==> src/rtl/bin_a_bcd_display_if.sv <==
// Bus-side interface of the binary-to-BCD display converter.
// The master is the store path plus the display sink. The slave is the converter.
interface bin_a_bcd_display_if;
   logic [31:0] dato_i;
   logic        we_i;
   logic [31:0] dato_o;
   logic        we_o;
   logic        busy_o;
   logic        ovf_o;
   logic        sign_o;

   modport master (
      output dato_i, we_i,
      input  dato_o, we_o, busy_o, ovf_o, sign_o
   );

   modport slave (
      input  dato_i, we_i,
      output dato_o, we_o, busy_o, ovf_o, sign_o
   );
endinterface

==> src/rtl/bin_a_bcd_display.sv <==
// Sequential binary-to-BCD converter (double dabble, one bit per clock).
// It sits in front of the 7-segment display and emits a one-cycle write strobe
// carrying the packed BCD word. Values too large for DIGITS digits saturate to
// all-9s and raise ovf_o. A one-deep pending buffer holds the latest store that
// arrives while a conversion is running.
// Optional macro BIN_BCD_SIGNED_EN: treat the input as two's complement,
// convert its magnitude and report the sign on sign_o.
module bin_a_bcd_display #(
   parameter int WIDTH_IN = 16,
   parameter int DIGITS   = 4
) (
   input  logic               clk_i,
   input  logic               reset_n_i,
   bin_a_bcd_display_if.slave bus
);

   // Scratch holds every digit the operand can produce, so nothing is truncated.
   localparam int SCR_D  = (WIDTH_IN + 2) / 3 + 1;
   localparam int SCR_W  = 4 * SCR_D;
   localparam int PACK_D = (DIGITS < SCR_D) ? DIGITS : SCR_D;
   localparam int CNT_W  = $clog2(WIDTH_IN + 1);

   typedef enum logic [1:0] {IDLE, SHIFT, DONE} state_t;

   state_t              state, state_nxt;
   logic [SCR_W-1:0]    scratch;
   logic [WIDTH_IN-1:0] operand;
   logic [CNT_W-1:0]    count;
   logic [WIDTH_IN-1:0] pend_val;
   logic                pend_vld;
   logic                sign_cur;
   logic [31:0]         dato;
   logic                ovf;
   logic                sign;
   logic                load;
   logic                load_from_pend;
   logic [WIDTH_IN-1:0] load_raw;

   // Add 3 to every digit that is 5 or more, ahead of the next doubling.
   function automatic logic [SCR_W-1:0] add3(input logic [SCR_W-1:0] s);
      logic [SCR_W-1:0] r;
      r = s;
      for (int k = 0; k < SCR_D; k++)
         if (s[4*k +: 4] >= 4'd5) r[4*k +: 4] = s[4*k +: 4] + 4'd3;
      return r;
   endfunction

   // True when any digit above the displayed range is nonzero.
   function automatic logic over(input logic [SCR_W-1:0] s);
      logic r;
      r = 1'b0;
      for (int k = DIGITS; k < SCR_D; k++)
         if (s[4*k +: 4] != 4'd0) r = 1'b1;
      return r;
   endfunction

   // Saturate to all-9s on overflow, otherwise keep the low DIGITS digits.
   function automatic logic [31:0] pack(input logic [SCR_W-1:0] s);
      logic [31:0] r;
      r = '0;
      if (over(s)) begin
         for (int k = 0; k < DIGITS; k++) r[4*k +: 4] = 4'd9;
      end else begin
         for (int k = 0; k < PACK_D; k++) r[4*k +: 4] = s[4*k +: 4];
      end
      return r;
   endfunction

   // Value actually converted. The most-negative input maps to its unsigned magnitude.
   function automatic logic [WIDTH_IN-1:0] magnitude(input logic [WIDTH_IN-1:0] raw);
`ifdef BIN_BCD_SIGNED_EN
      return raw[WIDTH_IN-1] ? (~raw + 1'b1) : raw;
`else
      return raw;
`endif
   endfunction

   // Input bits above WIDTH_IN are ignored by design.
   if (WIDTH_IN < 32) begin : g_hi
      logic unused_hi;
      assign unused_hi = ^bus.dato_i[31:WIDTH_IN];
   end

   // State register.
   always_ff @(posedge clk_i or negedge reset_n_i) begin
      if (!reset_n_i) state <= IDLE;
      else            state <= state_nxt;
   end

   // Next state and operand-load selection. A fresh store wins over a pending one.
   always_comb begin
      state_nxt      = state;
      load           = 1'b0;
      load_from_pend = 1'b0;
      load_raw       = pend_val;
      case (state)
         IDLE: begin
            if (bus.we_i) begin
               load      = 1'b1;
               load_raw  = bus.dato_i[WIDTH_IN-1:0];
               state_nxt = SHIFT;
            end else if (pend_vld) begin
               load           = 1'b1;
               load_from_pend = 1'b1;
               state_nxt      = SHIFT;
            end
         end
         SHIFT:   if (count == CNT_W'(WIDTH_IN)) state_nxt = DONE;
         DONE:    state_nxt = IDLE;
         default: state_nxt = IDLE;
      endcase
   end

   // Conversion datapath, result registers and the pending buffer.
   always_ff @(posedge clk_i or negedge reset_n_i) begin
      if (!reset_n_i) begin
         scratch  <= '0;
         operand  <= '0;
         count    <= '0;
         pend_val <= '0;
         pend_vld <= 1'b0;
         sign_cur <= 1'b0;
         dato     <= '0;
         ovf      <= 1'b0;
         sign     <= 1'b0;
      end else begin
         if (load) begin
            operand <= magnitude(load_raw);
            scratch <= '0;
            count   <= '0;
`ifdef BIN_BCD_SIGNED_EN
            sign_cur <= load_raw[WIDTH_IN-1];
`else
            sign_cur <= 1'b0;
`endif
         end else if (state == SHIFT) begin
            if (count != CNT_W'(WIDTH_IN)) begin
               {scratch, operand} <= {add3(scratch), operand} << 1;
               count              <= count + 1'b1;
            end else begin
               dato <= pack(scratch);
               ovf  <= over(scratch);
               sign <= sign_cur;
            end
         end
         if (bus.we_i && state != IDLE) begin
            pend_val <= bus.dato_i[WIDTH_IN-1:0];
            pend_vld <= 1'b1;
         end else if (load_from_pend) begin
            pend_vld <= 1'b0;
         end
      end
   end

   assign bus.dato_o = dato;
   assign bus.we_o   = (state == DONE);
   assign bus.busy_o = (state != IDLE);
   assign bus.ovf_o  = ovf;
   assign bus.sign_o = sign;

endmodule

==> src/flat_wrapper.sv <==
// flat-port wrapper written by rule: the top's interface ports become plain ports
module bin_a_bcd_display_flat 
#(
   parameter int WIDTH_IN = 16,
   parameter int DIGITS   = 4
)
  (clk_i, reset_n_i, bus_dato_i, bus_we_i, bus_dato_o, bus_we_o, bus_busy_o, bus_ovf_o, bus_sign_o);
  bin_a_bcd_display_if bus_i ();
  input  logic clk_i;
  input  logic reset_n_i;
  input wire logic [$bits(bus_i.dato_i)-1:0] bus_dato_i;
  input wire logic [$bits(bus_i.we_i)-1:0] bus_we_i;
  output wire logic [$bits(bus_i.dato_o)-1:0] bus_dato_o;
  output wire logic [$bits(bus_i.we_o)-1:0] bus_we_o;
  output wire logic [$bits(bus_i.busy_o)-1:0] bus_busy_o;
  output wire logic [$bits(bus_i.ovf_o)-1:0] bus_ovf_o;
  output wire logic [$bits(bus_i.sign_o)-1:0] bus_sign_o;
  assign bus_i.dato_i = bus_dato_i;
  assign bus_i.we_i = bus_we_i;
  assign bus_dato_o = bus_i.dato_o;
  assign bus_we_o = bus_i.we_o;
  assign bus_busy_o = bus_i.busy_o;
  assign bus_ovf_o = bus_i.ovf_o;
  assign bus_sign_o = bus_i.sign_o;
  bin_a_bcd_display #(.WIDTH_IN(WIDTH_IN), .DIGITS(DIGITS)) u_core (.clk_i(clk_i), .reset_n_i(reset_n_i), .bus(bus_i));
endmodule
==> config.mk <==
export PLATFORM = sky130hd
export DESIGN_NAME = bin_a_bcd_display_flat
export DESIGN_NICKNAME = d
export VERILOG_FILES = /design/src/rtl/bin_a_bcd_display_if.sv /design/src/rtl/bin_a_bcd_display.sv /design/src/flat_wrapper.sv
export SDC_FILE = /design/constraint.sdc
export NUM_CORES = 1
export LEC_CHECK = 0
export ABC_AREA = 1
export BUFFER_PORTS_ARGS = -buffer_cell sky130_fd_sc_hd__buf_2
export CORE_UTILIZATION = 57
export DETAILED_ROUTE_END_ITERATION = 8
export GPL_TIMING_DRIVEN = 0
export PLACE_DENSITY = 0.89
export SETUP_SLACK_MARGIN = 0.5
export SLEW_MARGIN = 5
export SYNTH_ARGS = -nofsm -noshare
export SYNTH_HDL_FRONTEND = slang
export SYNTH_SLANG_ARGS = --single-unit
==> constraint.sdc <==
create_clock -name clk_i -period 1.9 [get_ports clk_i]
set_clock_uncertainty 0.1 [all_clocks]
set_input_delay 0.095 -clock clk_i [delete_from_list [all_inputs] [get_ports clk_i]]
set_output_delay 0.095 -clock clk_i [all_outputs]
set_load 0.05 [all_outputs]
==> metrics.md <==
| Metric | Value |
|---|---|
| I/O pin count | between 70 and 80 |
| Vias/cell | around 5.4 |
| Vias | 4673 |
| Post-Layout Cell Count | around 860 |
| Total CTS buffers | 9 |
| Crit share post-route | 86.05% |
| Syn Inst Count | roughly 650 |
| Core area | ~7800 sq um |
| Global-route total usage across every layer | approximately 29% |
| Library cells used by synthesis | 26 |
| Initial Util | roughly 60% |
| CTS tree | done |
| VDD IR max | 0.0005650 V |
| Max Cap Violations | 0 |
| Largest net degree at the start of global routing | 55 |
| CP required | 2.04 ns |
| FMAX | ~610 MHz |
| Mapped Area | ~4700 sq um |
| Diodes inserted | 0 |
| CTS sink cnt | 85 |
| Worst Hold Class | input pin to register |
| DR iter-0 viols | about 340 |
| Width of the die | 93.00 microns |
| Worst EP arrival | 1.78 ns |
| Max FO, Critical Path | 7 |
| Crit start category | register |
| Die area | roughly 8600 sq um |
| Final max-slew violation count | 0 |
| RSZ-0062 raised after global routing | true |
| Die height | 93.00 microns |
| CTS max path bufs | 2 |
| Routability cong. | 0.8905 |
| Total Power | between 6 and 7 mW |
| Final net count | between 800 and 900 |
| Clock transition at path regs | 0.08 ns |
| Antenna violations before repair | 0 |
| Row cnt | 32 |
| Area post-placement | approximately 5000 sq um |
| Status | finished clean |
| Placed Cells | between 800 and 900 |
| Lkg Pwr | around 3.5 nW |
| Final WL | around 13000 microns |
| Tmin final | between 1.5 and 2 ns |
| Drt drc | 0 |
| Worst skew pair latency | between 0.3 and 0.4 ns |
| WL/cell | ~15 microns |
| First-pass GRT wire length | ~20000 microns |
| Post-route cell area | around 6200 sq um |
| Setup CP Type | register to register |
| Fill cell count | ~500 |
| Mean Syn Cell Area | 7.317 sq um |
| Setup Viol. Count Final | 0 |
| Register area share after synthesis | a little under half |
| PwrDens | 1051 nW/um^2 |
| CTS root buffer | clkbuf_8 |
| Fin. Hold Viols | 0 |
| Number of port buffers | 37 |
| Vias in the first global route | ~4400 |
| Total congestion overflow | 0 |
| ANT nets after route | 0 |
| Post-DP HPWL | ~7300 microns |
| #FFs+latches synth | 85 |
| H-tree depth | 3 |
| DR pass1 iterations | 9 |
| Fraction of layout cells with a size suffix above 1 | roughly 27% |
| Ys Warns | 0 |
| Kind of end point of the critical path | register |
| Layout area overhead | 30.75% |
==> synth_stat cells (all sizes together) <==
cell    number  area [sq um]
a21oi       23         115.1
buf         34         242.7
clkbuf       2         7.510
conb         1         3.750
dfrtp       85          2127
ha          19         237.7
inv         66         250.2
nand2      257         984.7
nand3       53         265.3
nand3b       1         7.510
nand4        2         12.51
nor2        63         257.8
nor3b        1         12.51
o21ai       35         175.2
o21bai       1         7.510
o22ai        1         6.260
or2          1         6.260
==> report_power, final <==
group          internal [mW]  total, mW  switching (mW)
logic                  0.757       2.57            1.81
clock network          0.768       1.40           0.635
registers               2.19       2.51           0.326
==> state kept, by name, indices dropped and copies added, names as in the netlist <==
register and flops:
u_core.bus.dato_o 16, u_core.bus.ovf_o 1, u_core.count 5, u_core.operand 16, u_core.pend_val 16, u_core.pend_vld 1
u_core.scratch 28, u_core.state 2
==> area by class of cell <==
type | instances | area [sq um] | share of cell area, %
flip-flops and latches | 85 | 2127 | 34.47
plain buffers | 36 | 311.5 | 5.049
well taps | 102 | 127.6 | 2.068
inverters | 66 | 270.3 | 4.380
multi-input cells | 475 | 2429 | 39.36
clock inverters | 4 | 72.57 | 1.176
repair buffers | 85 | 691.9 | 11.21
clock buffers | 11 | 141.4 | 2.291
==> metrics by stage <==
step	worst slack [ns]	TNS, ns	hold slack, ns	util (%)
3_5_place_dp	0.2036	0	-0.03114	65.53
2_1_floorplan	0.4519	0	-0.3006	-
4_1_cts	0.3549	0	0.01398	74.41
6_report	0.2650	0	0.01406	78.64
5_1_grt	0.1668	0	0.04801	78.64
3_3_place_gp	-0.04035	-3.025	0.2600	65.15
==> placed cells by master (no fill, tap or decap), types with 2 or more instances in the layout <==
| cell | instances |
|---|---|
| nand2_1 | 212 |
| dfrtp_1 | 85 |
| nor2_1 | 55 |
| nand3_1 | 50 |
| inv_1 | 45 |
| buf_4 | 42 |
| buf_2 | 40 |
| nand2_2 | 37 |
| a21oi_1 | 23 |
| o21ai_1 | 21 |
| inv_2 | 18 |
| conb_1 | 17 |
| dlygate4sd3_1 | 17 |
| ha_1 | 15 |
| clkbuf_8 | 10 |
| buf_6 | 9 |
| o21ai_2 | 7 |
| buf_8 | 7 |
| o21ai_0 | 7 |
| nor2_2 | 6 |
| nand2_4 | 6 |
| ha_4 | 4 |
| nand3_2 | 3 |
| clkbuf_16 | 3 |
| nand2_8 | 2 |
| nor2_4 | 2 |
| clkbuf_1 | 2 |
| nand4_1 | 2 |
| bufinv_16 | 2 |
==> final timing paths <==
kind,startpoint,to,slack (ns),cells after the start
worst min register to register,u_core.bus.dato_o[13]$_DFFE_PN0P_,u_core.bus.dato_o[13]$_DFFE_PN0P_,0.39,2
max in group asynchronous,reset_n_i,u_core.scratch[21]$_DFFE_PN0P_,0.97,3
worst max register to register,u_core.count[1]$_DFFE_PN0P_,u_core.scratch[8]$_DFFE_PN0P_,0.27,11
worst max-delay path,u_core.count[1]$_DFFE_PN0P_,u_core.scratch[8]$_DFFE_PN0P_,0.27,11
min in group asynchronous,reset_n_i,u_core.bus.dato_o[14]$_DFFE_PN0P_,0.12,2
worst min-delay path,bus_we_i,u_core.pend_val[1]$_DFFE_PN0P_,0.01,4
==> kinds of logic after synthesis <==
logic type	count (synthesis)	synth area share, %
AND/OR/NAND/NOR	378	32.77
flip-flops	85	45.07
adder cells (fa/ha/maj)	19	5.037
AO/OA/AOI/OAI	60	6.442
buffers and inverters	102	10.60
other	1	0.07946
==> worst max-delay path, cell delays in order (launching register included) <==
cell and delay [ns]:
dfrtp_1 0.38, inv_2 0.07, ha_4 0.16, nand2_2 0.06, inv_2 0.04, nand2_4 0.11
nand2_8 0.10, nand2_8 0.13, clkinv_8 0.09, buf_8 0.14, nand2_1 0.06, o21ai_1 0.07
==> metal layers <==
metal	wire [microns]	track usage [%]	vias to the layer above
li1	-	-	2197
met1	4694	32.06	2176
met2	6644	52.63	244
met3	862	6.748	56
met4	421	10.77	0
met5	0	0	-
==> what timing repair did <==
item | in CTS | in global routing
pin swaps | 7 | 30
buffers inserted | 19 | 6
hold buffers | 17 | 0
resized for setup | 47 | 81
cloned | 3 | 3
endpoints found under the hold margin | 101 | 0
setup endpoints to repair | 69 | 81
(Power assumes the default switching activity.)
